$ cat src/rtl/x_23k640_dispatch.sv
// rtl/x_23k640_dispatch.sv - in-order read dispatcher across per-chip 23K640 SRAM units
//
// Purpose:
//   Steers each application request to one bank. The bank is chosen by the address bits
//   above the chip address. The block tracks one outstanding read per bank and returns read
//   completions in issue order, even when banks finish out of order.
//
// Ports:
//   i_clk, i_rst          clock; synchronous active-low reset
//   i_valid/o_accept      application request handshake (taken when both high)
//   i_rd_n_wr             1 = read, 0 = write
//   i_addr, i_wdata       request address [bank|chip addr] and write data
//   o_ready/o_rdata       one-cycle in-order read completion
//   o_idle                no outstanding reads and no buffered data
//   o_err                 sticky: completion from a bank with no pending read
//   o_b_valid/i_b_accept  per-bank request handshake (o_b_valid one-hot or zero)
//   o_b_rd_n_wr, o_b_addr, o_b_wdata  broadcast request fields
//   i_b_ready/i_b_rdata   per-bank read completion strobe and data (bank b at [8b+7:8b])

module x_23k640_dispatch #(
    parameter int BANKS   = 8,
    parameter int BANK_AW = 13,
    parameter int DEPTH   = 8
) (
    input  logic                 i_clk,
    input  logic                 i_rst,
    input  logic                 i_valid,
    output logic                 o_accept,
    input  logic                 i_rd_n_wr,
    input  logic [15:0]          i_addr,
    input  logic [7:0]           i_wdata,
    output logic                 o_ready,
    output logic [7:0]           o_rdata,
    output logic                 o_idle,
    output logic                 o_err,
    output logic [BANKS-1:0]     o_b_valid,
    input  logic [BANKS-1:0]     i_b_accept,
    output logic                 o_b_rd_n_wr,
    output logic [BANK_AW-1:0]   o_b_addr,
    output logic [7:0]           o_b_wdata,
    input  logic [BANKS-1:0]     i_b_ready,
    input  logic [8*BANKS-1:0]   i_b_rdata
);

    localparam int SW = (BANKS > 1) ? $clog2(BANKS) : 1;
    localparam int PW = $clog2(DEPTH);

    // Order FIFO: holds the bank number of every accepted read, oldest at rd_ptr.
    // The pointers carry one extra wrap bit so that full and empty can be told apart.
    logic [SW-1:0]   ord_mem [DEPTH];
    logic [PW:0]     wr_ptr;
    logic [PW:0]     rd_ptr;
    logic            fifo_empty;
    logic            fifo_full;
    logic [SW-1:0]   head;

    // Per-bank state: read outstanding, and completion data captured but not yet returned
    logic [BANKS-1:0] pend;
    logic [BANKS-1:0] buf_v;
    logic [7:0]       rbuf [BANKS];

    logic [SW-1:0]   sel;
    logic            block;
    logic            push;
    logic            pop;

    assign sel        = i_addr[BANK_AW +: SW];
    assign fifo_empty = (wr_ptr == rd_ptr);
    assign fifo_full  = (wr_ptr[PW] != rd_ptr[PW]) &&
                        (wr_ptr[PW-1:0] == rd_ptr[PW-1:0]);
    assign head       = ord_mem[rd_ptr[PW-1:0]];

    // A read waits while its bank already has a read in flight or the order FIFO is full.
    // Writes are never held here; the bank serialises them behind its own pending read.
    assign block = i_rd_n_wr && (pend[sel] || fifo_full);

    // o_accept does not look at i_valid, so no application-side combinational loop is
    // formed. Both handshake outputs are forced low while reset is held.
    assign o_accept = i_rst && i_b_accept[sel] && !block;

    always_comb begin
        o_b_valid = '0;
        if (i_rst && i_valid && !block) begin
            o_b_valid[sel] = 1'b1;
        end
    end

    assign o_b_rd_n_wr = i_rd_n_wr;
    assign o_b_addr    = i_addr[BANK_AW-1:0];
    assign o_b_wdata   = i_wdata;

    assign push = i_valid && o_accept && i_rd_n_wr;
    // A completion can be returned only once the oldest outstanding read has its data
    assign pop  = !fifo_empty && buf_v[head];

    assign o_idle = fifo_empty && (pend == '0);

    // Storage arrays need no reset; their valid state lives in buf_v and the pointers.
    always_ff @(posedge i_clk) begin
        if (push) begin
            ord_mem[wr_ptr[PW-1:0]] <= sel;
        end
        for (int b = 0; b < BANKS; b++) begin
            if (i_b_ready[b] && pend[b]) begin
                rbuf[b] <= i_b_rdata[8*b +: 8];
            end
        end
    end

    always_ff @(posedge i_clk) begin
        if (!i_rst) begin
            wr_ptr  <= '0;
            rd_ptr  <= '0;
            pend    <= '0;
            buf_v   <= '0;
            o_ready <= 1'b0;
            o_rdata <= 8'h00;
            o_err   <= 1'b0;
        end else begin
            // Capture completions. A strobe from a bank with nothing pending is a
            // protocol error: its data is dropped and the sticky error is raised.
            for (int b = 0; b < BANKS; b++) begin
                if (i_b_ready[b]) begin
                    if (pend[b]) begin
                        buf_v[b] <= 1'b1;
                    end else begin
                        o_err <= 1'b1;
                    end
                end
            end

            if (push) begin
                wr_ptr    <= wr_ptr + 1'b1;
                pend[sel] <= 1'b1;
            end

            // A push can never target the bank being popped, because pend[head] still
            // blocks that read. The two updates therefore never touch the same bit.
            if (pop) begin
                o_ready     <= 1'b1;
                o_rdata     <= rbuf[head];
                rd_ptr      <= rd_ptr + 1'b1;
                buf_v[head] <= 1'b0;
                pend[head]  <= 1'b0;
            end else begin
                o_ready <= 1'b0;
            end
        end
    end

endmodule

$ cat config.mk
export PLATFORM = sky130hd
export DESIGN_NAME = x_23k640_dispatch
export DESIGN_NICKNAME = d
export VERILOG_FILES = /design/src/rtl/x_23k640_dispatch.sv
export SDC_FILE = /design/constraint.sdc
export NUM_CORES = 1
export LEC_CHECK = 0
export ABC_CLOCK_PERIOD_IN_PS = 5800
export BUFFER_PORTS_ARGS = -buffer_cell sky130_fd_sc_hd__buf_2
export CORE_MARGIN = 8
export CORE_UTILIZATION = 30
export CTS_CLUSTER_DIAMETER = 30
export DETAILED_ROUTE_END_ITERATION = 16
export SLEW_MARGIN = 10
export SYNTH_ARGS = -nofsm -noshare
export SYNTH_HDL_FRONTEND = slang
export SYNTH_SLANG_ARGS = --single-unit
$ cat constraint.sdc
create_clock -name i_clk -period 5.8 [get_ports i_clk]
set_input_delay 0 -clock i_clk [delete_from_list [all_inputs] [get_ports i_clk]]
set_output_delay 0 -clock i_clk [all_outputs]
set_load 0.1 [all_outputs]
# --- Yosys cells after proc, flatten, opt, wreduce, memory -nomap -nowiden ---
# Memories as Yosys holds them, arrays and structs flattened. A register that Yosys moved wholly into a read port is not among the register bits.
# Cells that the tools add are included.
word_totals:
  output_inout_bits: 42
  input_bits: 108
  word_cells: 124
  ff_bits: 26
  ram_bits: 88
  memories: 2
classes:
  eq_ne: 3
  n_bitwise: 4
  reduce_logical: 25
  magnitude_cmp: 4
  n_mux: 78
  n_addsub: 2
memory_table:
  columns: ["memory", "depth", "width", "rd", "rd_clocked_by_memory_dff", "write_ports", "line", "text"]
  rows:
  - ["rbuf", 8, 8, 1, 1, 8, "60", "logic [7:0] rbuf [BANKS];"]
  - ["ord_mem", 8, 3, 1, 1, 1, "50", "logic [SW-1:0] ord_mem [DEPTH];"]
ops:
  columns: ["cell", "count"]
  rows:
  - ["2-to-1 mux 1 bit", 66]
  - ["2-to-1 mux 8 bit", 5]
  - ["logical AND 1 bit", 20]
  - ["bitwise AND 8 bit", 2]
  - ["binary-select mux 1 bit (select 3 bit)", 3]
  - ["adder 4 x 1 -> 4 bit, second input constant", 2]
  - ["zero test 8 bit", 1]
  - ["less-than comparator 3 x 4 -> 1 bit, second input constant", 2]
  - ["NOT 8 bit", 1]
  - ["bitwise OR 8 bit", 1]
  - ["demux 1 bit (select 3 bit)", 2]
  - ["greater-or-equal comparator 3 x 1 -> 1 bit, second input constant", 2]
  - ["2-to-1 mux 3 bit", 2]
  - ["== test 4 bit", 1]
  - ["== test 3 bit", 1]
  - ["zero test 1 bit", 3]
  - ["logical OR 1 bit", 1]
  - ["inequality test 1 bit", 1]

# --- Longest topological paths before layout ---
# Gate-level depths: netlist (run 1).
logic_depth:
  word_depth: 18
  depth_mapped: 9
  mapped_depth_nobuf: 6

# --- Least setup slack after synthesis (run 1) ---
# OpenSTA, ideal clock, no wires.
synth_timing:
  path_kind: "reg-to-output"
  from: "register pend[6]"
  to: "output port o_b_valid[0]"
  setup_slack_ns: 1.696
  path_buffers: 0
  required_time_ns: 5.800
  stages_incl_launch_ff: 7
  arrival_ns: 4.104
  cell_sequence: "dfxtp_1 -> mux4_2 -> mux2i_1 -> a21boi_1 -> nor2_1 -> nand2_1 -> nor4_1"
synth_between:
  elab_chain_len: 7
synth_lines:
  columns: ["element", "line", "text"]
  rows:
  - ["start: declaration", "58", "logic [BANKS-1:0] pend;"]
  - ["start signal: assignment", "114", "pend <= '0;"]
  - ["start signal: indexed assignment", "134", "pend[sel] <= 1'b1;"]
  - ["start signal: indexed assignment", "144", "pend[head] <= 1'b0;"]
  - ["binary-select mux 1 bit (select 3 bit)", "75", "assign block = i_rd_n_wr && (pend[sel] || fifo_full);"]
  - ["2-to-1 mux 1 bit (not written as such)", "75", null]
  - ["logical OR 1 bit", "75", null]
  - ["logical AND 1 bit", "75", null]
  - ["zero test 1 bit", "83", "if (i_rst && i_valid && !block) begin"]
  - ["logical AND 1 bit", "83", null]
  - ["2-to-1 mux 8 bit", "83", null]
  - ["end: declaration", "36", "output logic [BANKS-1:0] o_b_valid,"]
# No other way between the ends. The select of a mux whose other input is x is not followed.

==> results of run 1 <==
state kept, by name (all words and copies together) (netlist names), named ones only:
| signal | flops |
|---|---|
| buf_v | 8 |
| o_err | 1 |
| o_rdata | 8 |
| o_ready | 1 |
| ord_mem | 24 |
| pend | 8 |
| rbuf | 64 |
| rd_ptr | 4 |
| wr_ptr | 4 |
timing repair:
action | in CTS | in global routing
hold endpoints to repair | 65 | 0
setup endpoints to repair | 0 | 0
hold buffers | 67 | 0
per-layer routing:
layer	vias up	track usage, %	wire, um
met4	0	7.89	521
met3	40	3.27	925
met5	-	0	0
met2	168	23.3	8270
li1	1797	-	-
met1	1961	16.5	6710
cells in the mapped netlist (4+ instances only):
cell / number
a211oi_2: 14
a21oi_1: 5
a22oi_1: 33
a41o_1: 8
and2_1: 9
and3_1: 4
buf_4: 22
clkbuf_1: 10
dfxtp_1: 37
edfxtp_1: 88
inv_1: 11
mux2i_1: 18
mux4_2: 9
nand2_1: 22
nand4_1: 4
nor2_1: 14
nor3_4: 6
nor3b_1: 5
nor4_1: 6
xnor2_1: 4
layout make-up:
type,count,area [um2]
fill,1666,10700
sequential,125,3380
multi-input combinational,208,1820
timing repair buffer,176,1220
clock buffer,21,440
tap,229,287
clock inverter,11,165
inverter,11,41.3
antenna,2,5.00
cells by family (layout without fill, tap and decap cells):
| family | after synthesis | after routing | share of synthesized area (%) |
|---|---|---|---|
| flops | 125 | 125 | 61.3 |
| compound gates | 79 | 79 | 12.8 |
| mux | 33 | 33 | 8.75 |
| fa+ha+maj | 2 | 2 | 0.454 |
| xor+xnor | 5 | 5 | 0.794 |
| simple gates | 89 | 89 | 10.3 |
| buf+inv | 51 | 219 | 5.65 |
| other cells | 0 | 2 | 0 |
where the power goes:
part	leakage [uW]	switching (uW)	internal (uW)
sequential	0.00109	4.14	959
combinational	0.00130	98.3	74.9
clock	0.000296	388	718
per-stage QoR:
step / power [uW] / cells / hold slack, ps / util (%) / setup WS, ps
6_report: 2240 / 783 / 0.0439 / 40.9 / 2790
5_1_grt: 2290 / 782 / 0.274 / 40.8 / 2600
4_1_cts: 2250 / 781 / 0.854 / 40.8 / 2760
3_5_place_dp: 1120 / 682 / 0.854 / 33.7 / 2780
3_3_place_gp: 1110 / 682 / 0.854 / 33.7 / 2850
2_1_floorplan: 1130 / 384 / 98.9 / - / 1700
path summary, 6_finish.rpt:
path / startpoint / end / slack [ps] / cells past startpoint
max: flop / rd_ptr[1] / 2790 / 6
min: i_addr[11] / o_b_addr[11] / 0.04 / 0
max reg2reg: flop / rd_ptr[1] / 2790 / 6
min reg2reg: o_rdata[2] / o_rdata[2] / 460 / 2
worst max-delay path: cells and delay by family, from the launching register on:
| kind | cells | cell delay (ps) |
|---|---|---|
| AOI/OAI and AO/OA | 2 | 850 |
| DFF | 1 | 600 |
| muxes | 4 | 1470 |
==> summary.md, run 1 <==
| Metric | Value |
|---|---|
| Fmax achieved | `332 MHz` |
| Post-CTS setup buffers | `0` |
| Cells along the critical path | `mux4_2 > mux2_2 > mux2i_1 > a21oi_1 > o21a_4 > mux2i_1` |
| # port buffers | `107` |
| Core area | `roughly 18000 um2` |
| Worst-path fanout max | `20` |
| Post-synthesis sequential area ratio | `61.3%` |
| Max_cap viols | `0` |
| Largest net degree at the start of global routing | `29` |
| Number of top-level pins | `150` |
| Mapped cell area | `5520 um2` |
| Area leader, netlist | `edfxtp_1` |
| Most frequent cells in the layout | `buf_2, edfxtp_1, dlygate4sd3_1` |
| Final period utilization | `51.9%` |
| Yosys top cell area share | `47.9%` |
| Max clock buf depth | `2` |
| CTS H-tree lvls | `4` |
| Slew @ Worst Pin | `958 ps` |
| Vert. Die Dim | `152 um` |
| First-pass GRT wire length | `23600 um` |
| # resized after CTS | `0` |
| Clk slew on worst S/H paths | `60 ps` |
| Worst Path Required | `slightly above 6000 ps` |
| CP Capture Type | `flop` |
| Total grt overflow | `0` |
| Highest-delay cell along the critical path | `dfxtp_1` |
| WP data arrival | `3350 ps` |
| Die width | `152 um` |
| Yosys warns | `0` |
| P&R area growth vs syn | `33.5%` |
| Placed cell areas | `6080 um2` |
| Max-slew headroom | `35.8%` |
| Routed wire per std cell | `21.0 um` |
| Antenna violations before repair | `1` |
| Crit path time final | `3010 ps` |
| Leakage | `0.00269 uW` |
| Clock sinks | `125` |
| Count of flip-flops with a built-in enable after synthesis | `approximately 90` |
| Mean area per synthesized cell | `14.4 um2` |
| Flops & latches, synth | `~130` |
| Detailed Route WL | `~16000 um` |
| Total die area | `23000 um2` |
| Vias per inst | `5.07` |
| CTS tree | `built` |
| Top FF cell, synth | `edfxtp_1` |
| Most common cell after layout, fill and taps aside | `buf_2` |
| Vias in the first global route | `4101` |
| Hold crit path type | `primary input to primary output` |
| Hold Violations, Final | `0` |
| Ys async rst share | `0%` |
| Worst vdd ir | `around 0.21 mV` |
| DR DRC count | `0` |
| Synth Net Count | `494` |
| Vias | `approximately 4000` |
| Root Driver | `clkbuf_16` |
| Setup TNS | `0 ps` |
| Clock latency on the worst-skew pair | `roughly 420 ps` |
| Synth cell types | `55` |
| Starting DRT DRC Count | `338` |
| Final nets | `649` |
| Layout cell share with drive strength beyond 1 | `between 30% and 40%` |
| Clock skew | `10.1 ps` |
| Antenna viol nets, final | `0` |
| Cell mode on critical path | `mux2i_1` |
| Drt pass-1 iters | `5` |
| Final Slew Violations | `0` |
| CP Launch Type | `flop` |
| Setup Viol. Count Final | `0` |
| PwrDens | `between 300 and 400 nW/um2` |
| RSZ-0062 raised after global routing | `false` |
| Rows | `49` |
| Run status | `completed` |
| DP HPWL | `between 10000 and 15000 um` |
| Crit path kind | `flop to flop` |
| Synth top area cells | `edfxtp_1, dfxtp_1, a22oi_1` |
| TritonCTS buffer count | `17` |
| Finished Cell Area | `7360 um2` |
| Critical path's largest stage delay | `approximately 600 ps` |
| Synthesized instance count | `about 380` |
| GRT Total Usage | `14.0%` |
| Initial Utilization | `30.6%` |
| Global placement routability congestion | `between 0.8 and 0.9` |
No activity file was read; power rests on OpenSTA's default activity.
==> run 2: changes to the inputs <==
- ABC_CLOCK_PERIOD_IN_PS: 5800 -> 2900
- clock period: 5.8 -> 2.9 ns (I/O delays scaled with it)
==> run 2 against run 1 <==
Clock skew down 2.2 ps; flip-flop and latch count unchanged; core utilization up 0.48 points; cell count up 2.6%; critical path depth up 1; via count up 2.5%; setup slack worse by 2600 ps; register-to-register slack worse by 2600 ps; routed wire length up 1.8%; maximum frequency up 11%; sequential share of layout area down 0.53 points; critical path type unchanged.
==> summary.md, run 2 (synthesized netlist as in run 1, its figures left out) <==
| Metric | Value |
|---|---|
| Routed wire per std cell | `20.8 um` |
| Final Slew Violations | `0` |
| First-pass GRT wire length | `approximately 25000 um` |
| Layout cell share with drive strength beyond 1 | `approximately 35%` |
| # port buffers | `107` |
| Final period utilization | `about 94%` |
| Hold crit path type | `primary input to primary output` |
| DP HPWL | `roughly 12000 um` |
| Max reg flops | `64` |
| WP data arrival | `3060 ps` |
| Clock sinks | `125` |
| Most frequent cells in the layout | `buf_2, edfxtp_1, dlygate4sd3_1` |
| Worst Path Required | `3230 ps` |
| P&R area growth vs syn | `35.1%` |
| Largest net degree at the start of global routing | `28` |
| Slew @ Worst Pin | `665 ps` |
| TritonCTS buffer count | `17` |
| Post-Layout Cell Count | `803` |
| Worst vdd ir | `0.395 mV` |
| DR DRC count | `0` |
| CTS H-tree lvls | `4` |
| Rows | `49` |
| CTS tree | `built` |
| Antenna violations before repair | `0` |
| Initial Utilization | `30.6%` |
| Global placement routability congestion | `0.809` |
| Most common cell after layout, fill and taps aside | `buf_2` |
| Antenna viol nets, final | `0` |
| Max-slew headroom | `55.6%` |
| Hold path cells | `0` |
| Worst-path fanout max | `8` |
| Cell count of the worst reg-to-reg path | `7` |
| Clock latency on the worst-skew pair | `410 ps` |
| GRT Total Usage | `roughly 15%` |
| Total die area | `23000 um2` |
| Fmax achieved | `around 370 MHz` |
| Final nets | `671` |
| Max clock buf depth | `2` |
| Final Hold Slack | `roughly 0.044 ps` |
| CP Launch Type | `flop` |
| Core area | `18000 um2` |
| Placed cell areas | `6270 um2` |
| # placed instances | `just over 700` |
| Run status | `completed` |
| Crit path kind | `flop to flop` |
| Clk slew on worst S/H paths | `50 ps` |
| Crit path time final | `approximately 2700 ps` |
| Vias per inst | `5.06` |
| Number of top-level pins | `150` |
| Detailed Route WL | `16700 um` |
| Layout Utilization | `41.3%` |
| Drt pass-1 iters | `7` |
| RSZ-0062 raised after global routing | `false` |
| Ant diodes | `0` |
| Finished Cell Area | `about 7500 um2` |
| Setup Viol. Count Final | `0` |
| Largest Register | `rbuf` |
| Vias in the first global route | `4335` |
| CP Capture Type | `flop` |
| PwrDens | `550 nW/um2` |
| Die width | `~150 um` |
| Starting DRT DRC Count | `387` |
| Vert. Die Dim | `around 150 um` |
| Total grt overflow | `0` |
| Leakage | `0.00276 uW` |
| Vias | `4064` |
| Power, Total | `4100 uW` |
| # resized after CTS | `0` |
| Hold Violations, Final | `0` |
| Max_cap viols | `0` |
| Clock skew | `7.91 ps` |
| Root Driver | `clkbuf_16` |
## run 2: cell types whose count changed in the layout (fill, tap and decap cells not counted)
cell       change
bufinv_16      -4
clkbuf_1       +2
buf_4         +21
nor4_2         +2
nor4_1         -2
clkinv_4       +1
clkbuf_8       +1
buf_12         +1
clkinv_1       +1
clkinv_2       +1
diode_2        -2
inv_6          -2
## run 2: through the flow
stage,setup TNS (ps),worst slack (ps)
finish,0,175
global route,0,48.4
CTS,0,112
detailed placement,0,178
global placement,0,299
floorplan,-2310,-626
## run 2: cell type report
cell class,instances,area [um2]
Multi-Input combinational cell,208,1830
Sequential cell,125,3380
Timing Repair Buffer,198,1400
Clock buffer,24,462
Tap cell,229,287
Clock inverter,8,45.0
Fill cell,1699,10600
Inverter,11,41.3
## run 2: path summary, 6_finish.rpt
check / end / startpoint / slack (ps)
setup reg to reg: o_rdata[6] / flop / 180
hold / removal: o_b_addr[11] / i_addr[11] / 0.04
hold reg to reg: o_rdata[0] / o_rdata[0] / 460
setup / recovery: o_rdata[6] / flop / 180
## run 2: per-layer routing
metal  GRT usage [%]  share of wire, %
met1            17.3                40
met2            23.6                50
met3            4.04               6.7
met4            8.62               4.1
met5               0                 0
## run 2: power breakdown
part / total (uW) / internal, uW / switching [uW]
sequential: 1930 / 1920 / 7.74
combinational: 362 / 162 / 200
clock: 1810 / 1100 / 708
total: 4100 / 3180 / 916
## run 2: worst max-delay path, stage by stage, from the launching register on
cell and delay (ps):
dfxtp_1 480, mux4_2 570, mux2_2 420, o31ai_1 270, a21oi_1 130, buf_4 190
o21ai_4 330, mux2i_1 260
## run 2: what timing repair did
item                      CTS  global route
buffers inserted            0             0
hold endpoints to repair   65             0
hold buffers               67             0
